`config.mk`:
```
export PLATFORM = sky130hd
export DESIGN_NAME = multicycle_control_flat
export DESIGN_NICKNAME = d
export VERILOG_FILES = /design/src/rtl/multicycle_control_if.sv /design/src/rtl/multicycle_control.sv /design/src/flat_wrapper.sv
export SDC_FILE = /design/constraint.sdc
export NUM_CORES = 1
export LEC_CHECK = 0
export BUFFER_PORTS_ARGS = -buffer_cell sky130_fd_sc_hd__buf_2
export CORE_MARGIN = 5
export CORE_UTILIZATION = 43
export DETAILED_ROUTE_END_ITERATION = 12
export HOLD_SLACK_MARGIN = 0.08
export SYNTH_ARGS = -nofsm -noshare
export SYNTH_HDL_FRONTEND = slang
export SYNTH_SLANG_ARGS = --single-unit
```
`constraint.sdc`:
```
create_clock -name clk -period 3 [get_ports clk]
set_input_delay 0 -clock clk [delete_from_list [all_inputs] [get_ports clk]]
set_output_delay 0 -clock clk [all_outputs]
set_load 0.05 [all_outputs]
```
`src/rtl/multicycle_control_if.sv`:
```
// Control bundle between the multicycle controller and the datapath:
// opcode/memory-ready in, every datapath select and strobe out.
interface multicycle_control_if #(
  parameter int ALU_OP_WIDTH = 3
);
  logic [5:0]              opcode_i;
  logic                    mem_ready_i;
  logic                    pc_write_o;
  logic                    pc_write_eq_o;
  logic                    pc_write_ne_o;
  logic [1:0]              pc_src_o;
  logic                    iord_o;
  logic                    mem_read_o;
  logic                    mem_write_o;
  logic                    ir_write_o;
  logic                    reg_dst_o;
  logic                    mem_to_reg_o;
  logic                    reg_write_o;
  logic                    alu_src_a_o;
  logic [1:0]              alu_src_b_o;
  logic [ALU_OP_WIDTH-1:0] alu_op_o;
  logic                    instr_done_o;
  logic                    error_o;
  logic [3:0]              state_o;

  modport master (
    input  opcode_i, mem_ready_i,
    output pc_write_o, pc_write_eq_o, pc_write_ne_o, pc_src_o, iord_o,
           mem_read_o, mem_write_o, ir_write_o, reg_dst_o, mem_to_reg_o,
           reg_write_o, alu_src_a_o, alu_src_b_o, alu_op_o, instr_done_o,
           error_o, state_o
  );

  modport slave (
    output opcode_i, mem_ready_i,
    input  pc_write_o, pc_write_eq_o, pc_write_ne_o, pc_src_o, iord_o,
           mem_read_o, mem_write_o, ir_write_o, reg_dst_o, mem_to_reg_o,
           reg_write_o, alu_src_a_o, alu_src_b_o, alu_op_o, instr_done_o,
           error_o, state_o
  );
endinterface

```
`src/rtl/multicycle_control.sv`:
```
// Multicycle MIPS control FSM with memory wait-state handshake, timeout trap
// and illegal-opcode trap. Outputs are registered from the next state; only
// the ready-qualified strobes (FETCH ir/pc write, MEM_WR done) are combinational.
//
// state    | meaning
// IDLE     | 0  post-reset, all outputs low
// FETCH    | 1  read instruction, PC+4; load IR/PC on ready
// DECODE   | 2  latch opcode, compute branch target
// MEM_ADDR | 3  effective address for LW/SW
// MEM_RD   | 4  data read, wait for ready
// MEM_WB   | 5  write MDR to rt
// MEM_WR   | 6  data write, wait for ready
// EXEC_R   | 7  R-type ALU op
// R_WB     | 8  write ALUOut to rd
// EXEC_I   | 9  immediate ALU op
// I_WB     | 10 write ALUOut to rt
// BRANCH   | 11 BEQ/BNE compare and conditional PC load
// JUMP     | 12 jump PC load
// ERROR    | 15 trap, held until reset
module multicycle_control #(
  parameter int ALU_OP_WIDTH = 3,
  parameter int WAIT_TIMEOUT = 15
) (
  input  logic                  clk,
  input  logic                  reset,
  multicycle_control_if.master  bus
);

  localparam int CNT_W = (WAIT_TIMEOUT > 0) ? $clog2(WAIT_TIMEOUT + 1) : 1;

  typedef enum logic [3:0] {
    S_IDLE     = 4'd0,
    S_FETCH    = 4'd1,
    S_DECODE   = 4'd2,
    S_MEM_ADDR = 4'd3,
    S_MEM_RD   = 4'd4,
    S_MEM_WB   = 4'd5,
    S_MEM_WR   = 4'd6,
    S_EXEC_R   = 4'd7,
    S_R_WB     = 4'd8,
    S_EXEC_I   = 4'd9,
    S_I_WB     = 4'd10,
    S_BRANCH   = 4'd11,
    S_JUMP     = 4'd12,
    S_ERROR    = 4'd15
  } state_t;

  typedef struct packed {
    logic                    pc_write;
    logic                    pc_write_eq;
    logic                    pc_write_ne;
    logic [1:0]              pc_src;
    logic                    iord;
    logic                    mem_read;
    logic                    mem_write;
    logic                    reg_dst;
    logic                    mem_to_reg;
    logic                    reg_write;
    logic                    alu_src_a;
    logic [1:0]              alu_src_b;
    logic [ALU_OP_WIDTH-1:0] alu_op;
    logic                    done;
    logic                    error;
  } ctrl_t;

  state_t           state, state_nxt;
  logic [5:0]       opcode_q, op_eff;
  logic [CNT_W-1:0] wait_cnt;
  logic             ready, timeout, fetch_ready;
  ctrl_t            ctrl_q, ctrl_nxt;

  assign ready = bus.mem_ready_i;

  always_comb begin
    // DECODE still sees the live opcode; afterwards only the latched copy counts
    op_eff  = (state == S_DECODE) ? bus.opcode_i : opcode_q;
    timeout = (WAIT_TIMEOUT != 0) && !ready && (int'(wait_cnt) == WAIT_TIMEOUT - 1);

    state_nxt = state;
    unique case (state)
      S_IDLE:     state_nxt = S_FETCH;
      S_FETCH:    state_nxt = ready ? S_DECODE : (timeout ? S_ERROR : S_FETCH);
      S_DECODE: begin
        case (bus.opcode_i)
          6'h23, 6'h2b:               state_nxt = S_MEM_ADDR;
          6'h00:                      state_nxt = S_EXEC_R;
          6'h08, 6'h0f, 6'h0d, 6'h0c: state_nxt = S_EXEC_I;
          6'h04, 6'h05:               state_nxt = S_BRANCH;
          6'h02:                      state_nxt = S_JUMP;
          default:                    state_nxt = S_ERROR;
        endcase
      end
      S_MEM_ADDR: state_nxt = (opcode_q == 6'h23) ? S_MEM_RD : S_MEM_WR;
      S_MEM_RD:   state_nxt = ready ? S_MEM_WB : (timeout ? S_ERROR : S_MEM_RD);
      S_MEM_WB:   state_nxt = S_FETCH;
      S_MEM_WR:   state_nxt = ready ? S_FETCH : (timeout ? S_ERROR : S_MEM_WR);
      S_EXEC_R:   state_nxt = S_R_WB;
      S_R_WB:     state_nxt = S_FETCH;
      S_EXEC_I:   state_nxt = S_I_WB;
      S_I_WB:     state_nxt = S_FETCH;
      S_BRANCH:   state_nxt = S_FETCH;
      S_JUMP:     state_nxt = S_FETCH;
      S_ERROR:    state_nxt = S_ERROR;
      default:    state_nxt = S_ERROR;
    endcase

    ctrl_nxt = '0;
    case (state_nxt)
      S_FETCH: begin
        ctrl_nxt.mem_read  = 1'b1;
        ctrl_nxt.alu_src_b = 2'b01;
        ctrl_nxt.alu_op    = ALU_OP_WIDTH'(3'b100);
      end
      S_DECODE: begin
        ctrl_nxt.alu_src_b = 2'b11;
        ctrl_nxt.alu_op    = ALU_OP_WIDTH'(3'b100);
      end
      S_MEM_ADDR: begin
        ctrl_nxt.alu_src_a = 1'b1;
        ctrl_nxt.alu_src_b = 2'b10;
        ctrl_nxt.alu_op    = ALU_OP_WIDTH'(3'b101);
      end
      S_MEM_RD: begin
        ctrl_nxt.mem_read = 1'b1;
        ctrl_nxt.iord     = 1'b1;
      end
      S_MEM_WB: begin
        ctrl_nxt.reg_write  = 1'b1;
        ctrl_nxt.mem_to_reg = 1'b1;
        ctrl_nxt.done       = 1'b1;
      end
      S_MEM_WR: begin
        ctrl_nxt.mem_write = 1'b1;
        ctrl_nxt.iord      = 1'b1;
      end
      S_EXEC_R: begin
        ctrl_nxt.alu_src_a = 1'b1;
        ctrl_nxt.alu_op    = ALU_OP_WIDTH'(3'b111);
      end
      S_R_WB: begin
        ctrl_nxt.reg_write = 1'b1;
        ctrl_nxt.reg_dst   = 1'b1;
        ctrl_nxt.done      = 1'b1;
      end
      S_EXEC_I: begin
        ctrl_nxt.alu_src_a = 1'b1;
        ctrl_nxt.alu_src_b = 2'b10;
        case (op_eff)
          6'h0f:   ctrl_nxt.alu_op = ALU_OP_WIDTH'(3'b001);
          6'h0d:   ctrl_nxt.alu_op = ALU_OP_WIDTH'(3'b010);
          6'h0c:   ctrl_nxt.alu_op = ALU_OP_WIDTH'(3'b011);
          default: ctrl_nxt.alu_op = ALU_OP_WIDTH'(3'b100);
        endcase
      end
      S_I_WB: begin
        ctrl_nxt.reg_write = 1'b1;
        ctrl_nxt.done      = 1'b1;
      end
      S_BRANCH: begin
        ctrl_nxt.alu_src_a   = 1'b1;
        ctrl_nxt.alu_op      = ALU_OP_WIDTH'(3'b110);
        ctrl_nxt.pc_src      = 2'b01;
        ctrl_nxt.pc_write_eq = (op_eff == 6'h04);
        ctrl_nxt.pc_write_ne = (op_eff == 6'h05);
        ctrl_nxt.done        = 1'b1;
      end
      S_JUMP: begin
        ctrl_nxt.pc_write = 1'b1;
        ctrl_nxt.pc_src   = 2'b10;
        ctrl_nxt.done     = 1'b1;
      end
      S_ERROR:  ctrl_nxt.error = 1'b1;
      default:  ctrl_nxt = '0;
    endcase
  end

  always_ff @(posedge clk or posedge reset) begin
    if (reset) begin
      state    <= S_IDLE;
      opcode_q <= '0;
      wait_cnt <= '0;
      ctrl_q   <= '0;
    end else begin
      state  <= state_nxt;
      ctrl_q <= ctrl_nxt;
      if (state == S_DECODE)
        opcode_q <= bus.opcode_i;
      // Any state change restarts the count, so each memory state starts at 0
      if (state_nxt != state)
        wait_cnt <= '0;
      else if (!ready && (wait_cnt != {CNT_W{1'b1}}))
        wait_cnt <= wait_cnt + CNT_W'(1);
    end
  end

  assign fetch_ready = (state == S_FETCH) && ready;

  assign bus.pc_write_o    = ctrl_q.pc_write | fetch_ready;
  assign bus.pc_write_eq_o = ctrl_q.pc_write_eq;
  assign bus.pc_write_ne_o = ctrl_q.pc_write_ne;
  assign bus.pc_src_o      = ctrl_q.pc_src;
  assign bus.iord_o        = ctrl_q.iord;
  assign bus.mem_read_o    = ctrl_q.mem_read;
  assign bus.mem_write_o   = ctrl_q.mem_write;
  assign bus.ir_write_o    = fetch_ready;
  assign bus.reg_dst_o     = ctrl_q.reg_dst;
  assign bus.mem_to_reg_o  = ctrl_q.mem_to_reg;
  assign bus.reg_write_o   = ctrl_q.reg_write;
  assign bus.alu_src_a_o   = ctrl_q.alu_src_a;
  assign bus.alu_src_b_o   = ctrl_q.alu_src_b;
  assign bus.alu_op_o      = ctrl_q.alu_op;
  assign bus.instr_done_o  = ctrl_q.done | ((state == S_MEM_WR) && ready);
  assign bus.error_o       = ctrl_q.error;
  assign bus.state_o       = state;

endmodule

```
`src/flat_wrapper.sv`:
```
// flat-port wrapper written by rule: the top's interface ports become plain ports
module multicycle_control_flat 
#(
  parameter int ALU_OP_WIDTH = 3,
  parameter int WAIT_TIMEOUT = 15
)
  (clk, reset, bus_opcode_i, bus_mem_ready_i, bus_pc_write_o, bus_pc_write_eq_o, bus_pc_write_ne_o, bus_pc_src_o, bus_iord_o, bus_mem_read_o, bus_mem_write_o, bus_ir_write_o, bus_reg_dst_o, bus_mem_to_reg_o, bus_reg_write_o, bus_alu_src_a_o, bus_alu_src_b_o, bus_alu_op_o, bus_instr_done_o, bus_error_o, bus_state_o);
  multicycle_control_if #(.ALU_OP_WIDTH(ALU_OP_WIDTH)) bus_i ();
  input  logic clk;
  input  logic reset;
  input wire logic [$bits(bus_i.opcode_i)-1:0] bus_opcode_i;
  input wire logic [$bits(bus_i.mem_ready_i)-1:0] bus_mem_ready_i;
  output wire logic [$bits(bus_i.pc_write_o)-1:0] bus_pc_write_o;
  output wire logic [$bits(bus_i.pc_write_eq_o)-1:0] bus_pc_write_eq_o;
  output wire logic [$bits(bus_i.pc_write_ne_o)-1:0] bus_pc_write_ne_o;
  output wire logic [$bits(bus_i.pc_src_o)-1:0] bus_pc_src_o;
  output wire logic [$bits(bus_i.iord_o)-1:0] bus_iord_o;
  output wire logic [$bits(bus_i.mem_read_o)-1:0] bus_mem_read_o;
  output wire logic [$bits(bus_i.mem_write_o)-1:0] bus_mem_write_o;
  output wire logic [$bits(bus_i.ir_write_o)-1:0] bus_ir_write_o;
  output wire logic [$bits(bus_i.reg_dst_o)-1:0] bus_reg_dst_o;
  output wire logic [$bits(bus_i.mem_to_reg_o)-1:0] bus_mem_to_reg_o;
  output wire logic [$bits(bus_i.reg_write_o)-1:0] bus_reg_write_o;
  output wire logic [$bits(bus_i.alu_src_a_o)-1:0] bus_alu_src_a_o;
  output wire logic [$bits(bus_i.alu_src_b_o)-1:0] bus_alu_src_b_o;
  output wire logic [$bits(bus_i.alu_op_o)-1:0] bus_alu_op_o;
  output wire logic [$bits(bus_i.instr_done_o)-1:0] bus_instr_done_o;
  output wire logic [$bits(bus_i.error_o)-1:0] bus_error_o;
  output wire logic [$bits(bus_i.state_o)-1:0] bus_state_o;
  assign bus_i.opcode_i = bus_opcode_i;
  assign bus_i.mem_ready_i = bus_mem_ready_i;
  assign bus_pc_write_o = bus_i.pc_write_o;
  assign bus_pc_write_eq_o = bus_i.pc_write_eq_o;
  assign bus_pc_write_ne_o = bus_i.pc_write_ne_o;
  assign bus_pc_src_o = bus_i.pc_src_o;
  assign bus_iord_o = bus_i.iord_o;
  assign bus_mem_read_o = bus_i.mem_read_o;
  assign bus_mem_write_o = bus_i.mem_write_o;
  assign bus_ir_write_o = bus_i.ir_write_o;
  assign bus_reg_dst_o = bus_i.reg_dst_o;
  assign bus_mem_to_reg_o = bus_i.mem_to_reg_o;
  assign bus_reg_write_o = bus_i.reg_write_o;
  assign bus_alu_src_a_o = bus_i.alu_src_a_o;
  assign bus_alu_src_b_o = bus_i.alu_src_b_o;
  assign bus_alu_op_o = bus_i.alu_op_o;
  assign bus_instr_done_o = bus_i.instr_done_o;
  assign bus_error_o = bus_i.error_o;
  assign bus_state_o = bus_i.state_o;
  multicycle_control #(.ALU_OP_WIDTH(ALU_OP_WIDTH), .WAIT_TIMEOUT(WAIT_TIMEOUT)) u_core (.clk(clk), .reset(reset), .bus(bus_i));
endmodule
```
==> results by group <==
Cells and area
  • Fillers: 444
  • Layout cells sized above 1: around a quarter
  • Diode count: 0
  • Final net count: approximately 240
  • Area Growth Syn to Fin: 14.17%

Drt
  • Remaining DRCs: 0
  • Remaining antenna violation count: 0
  • WL final: 4049 um
  • Vias/cell: 5.401
  • Avg WL per Cell: ~15 um
  • TritonRoute pass-1 iters: 4
  • Vias: roughly 1,500
  • Drt initial violations: about 130

Die
  • Die W: 76.29 um
  • Num rows: 24
  • I/O Pins: 33
  • Starting density of the core: 44.00%
  • Die footprint: between 5000 and 6000 um2
  • Die height: 76.29 um
  • CORE AREA: between 4000 and 5000 um2

Worst hold path
  • WHS Endpoint: u_core.opcode_q[0]
  • HP Class: primary input to flip-flop
  • Hold Crit Depth: 3
  • Worst Min Path Start: bus_opcode_i[0]

Synth
  • Area contributors post-synth: dfrtp_1 (44%), nand2_1 (4.2%), nor2_1 (3.4%)
  • Synthesized instance count: 199
  • Most common cell in the netlist: dfrtp_1
  • Sequential area share after synthesis: 43.71%
  • Asr flop ratio synth: 100.0%
  • Commonest cells post-synth: dfrtp_1 (33), nand2_1 (21), nor2_1 (17)
  • Synthesis Warnings: 0
  • Post-Syn Area: between 1500 and 2000 um2
  • Syn avg cell area: around 9.5 um2
  • Syn_nets: 210
  • Yosys top cell area share: between 40% and 50%
  • Register bit total from synthesis: 33
  • Cell variety after synth: between 50 and 60
  • Post-synth EDFFs: 0
  • Main synth FF type: dfrtp_1
  • Post-synth top area cell: dfrtp_1

Setup path
  • Critical path endpoint category: primary output
  • R2R Path End: u_core.bus.alu_op_o[2]
  • Worst Path Required: roughly 3000 ps
  • Arrival time worst endpoint: about 2800 ps
  • Critical R2R Launch: u_core.bus.state_o[3]
  • Crit path kind: flip-flop to primary output
  • Worst-path fanout max: 16
  • CP Launch Type: flip-flop
  • Reg2reg setup slack: ~460 ps
  • R2R cell count: 6

CTS
  • Number of CTS-inserted buffers: 5
  • H-tree depth: 2
  • Hold buffer count at CTS: 5
  • Clk_lat worst skew: 280 ps
  • Clock-pin slew on the worst setup and hold paths: approximately 80 ps
  • Clock sink count: 33
  • TritonCTS clock tree: done
  • CTS-repair resized insts: 0
  • Root Driver: clkbuf_8
  • Post-CTS setup buffer count: 0
  • Max Root-Sink Buffers: 2

STA
  • Setup TNS: 0 ps
  • Max Slew Vio Count: 0
  • Worst-Margin Slew: between 500 and 600 ps
  • F_max: 358.2 MHz
  • RSZ-0062 raised after global routing: false
  • Fin crit period: 2792 ps
  • Rel. slew slack: 61.99%
  • Final period utilization: 93.06%
  • Final setup viols: 0
  • Final hold violations: 0
  • Worst clock skew: around 9.3 ps

Place
  • Port-buffer cells: 32
  • DP Wirelength: 2881 um
  • Placer Congestion: between 0.8 and 0.9

Flow run
  • Max Cap Viol: 0

GRT
  • First-pass GRT wire length: between 7000 and 8000 um
  • GRT overflow: 0
  • Initial antenna violation count: 0
  • Largest net degree at the start of global routing: 34
  • Number of global-route vias before repair: 1,527
  • Total GRT Usage: between 15 and 20%

Status
  • Outcome: finished clean
[critical path: stages (launching register included)]
cell,delay [ps]
dfrtp_1,570
or4b_4,680
a41o_1,250
o31a_1,360
nand3_1,160
nor2_1,60
or2_1,220
buf_2,210
[metal layers]
layer | share of wire [%] | GRT usage [%]
met2 | 45 | 23.54
met3 | 5.4 | 4.374
met1 | 48 | 20.53
met4 | 0.84 | 3.671
met5 | 0 | 0
[final cells by class]
type | instances | area, um2 | share of cell area [%]
multi-input combinational | 139 | 913.4 | 42.34
sequential | 33 | 825.8 | 38.28
clock inverter | 1 | 5.005 | 0.2320
timing repair buffer | 38 | 217.7 | 10.09
inverter | 9 | 33.78 | 1.566
tap | 52 | 65.06 | 3.016
clock buffer | 7 | 96.34 | 4.466
[through the flow]
step	setup WS (ps)	instances	utilization [%]	hold WS, ps	instance area, um2
finish	208.3	279	50.23	77.88	2157
global route	35.67	279	50.23	104.4	2157
CTS	199.7	279	50.23	81.26	2157
detailed placement	478.0	266	46.71	116.6	2006
global placement	453.7	266	46.71	110.1	2006
floorplan	90.84	199	-	105.4	1889
[cell families (layout without fill, tap and decap cells)]
| logic type | after synthesis | after routing | share of synthesized area (%) |
|---|---|---|---|
| compound gates | 48 | 48 | 18.28 |
| mux | 4 | 4 | 2.119 |
| xor+xnor | 5 | 5 | 2.318 |
| flops | 33 | 33 | 43.71 |
| buf+inv | 27 | 55 | 7.947 |
| simple gates | 80 | 80 | 24.31 |
| fa+ha+maj | 2 | 2 | 1.324 |
[flip-flops by register name (all words and copies together), names as in the netlist]
name and cells:
u_core.bus.alu_src_a_o 1, u_core.bus.alu_op_o 3, u_core.bus.iord_o 1, u_core.bus.reg_write_o 1
u_core.bus.state_o 4, u_core.wait_cnt 4, u_core.bus.pc_write_ne_o 1, u_core.bus.pc_src_o 2
u_core.bus.mem_read_o 1, u_core.bus.error_o 1, u_core.bus.mem_to_reg_o 1, u_core.bus.pc_write_eq_o 1
u_core.bus.alu_src_b_o 2, u_core.ctrl_q 2, u_core.bus.mem_write_o 1, u_core.bus.reg_dst_o 1
u_core.opcode_q 6
[placed cells by master (no fill, tap or decap), drive strengths merged, types with 7 or more instances in the layout]
master	netlist	final
dfrtp	33	33
buf	15	33
nand2	22	22
nor2	17	17
o21ai	11	11
nand3	9	9
a21oi	9	9
inv	9	9
nand2b	7	7
clkbuf	3	7
[worst max path at each step]
stage / from / endpoint / depth (start not counted)
after global routing: u_core.bus.state_o[3] / bus_pc_write_o / 7
after floorplan: u_core.bus.state_o[0] / bus_pc_write_o / 9
after global placement: u_core.bus.state_o[2] / u_core.bus.alu_op_o[2] / 6
final: u_core.bus.state_o[3] / bus_pc_write_o / 7
after detailed placement: u_core.bus.state_o[2] / u_core.bus.alu_op_o[2] / 6
after CTS: u_core.bus.state_o[3] / bus_pc_write_o / 7
Power is left out: the tool's default activity adds up to more than one toggle a clock period on the data nets, which glitch-free logic cannot reach.
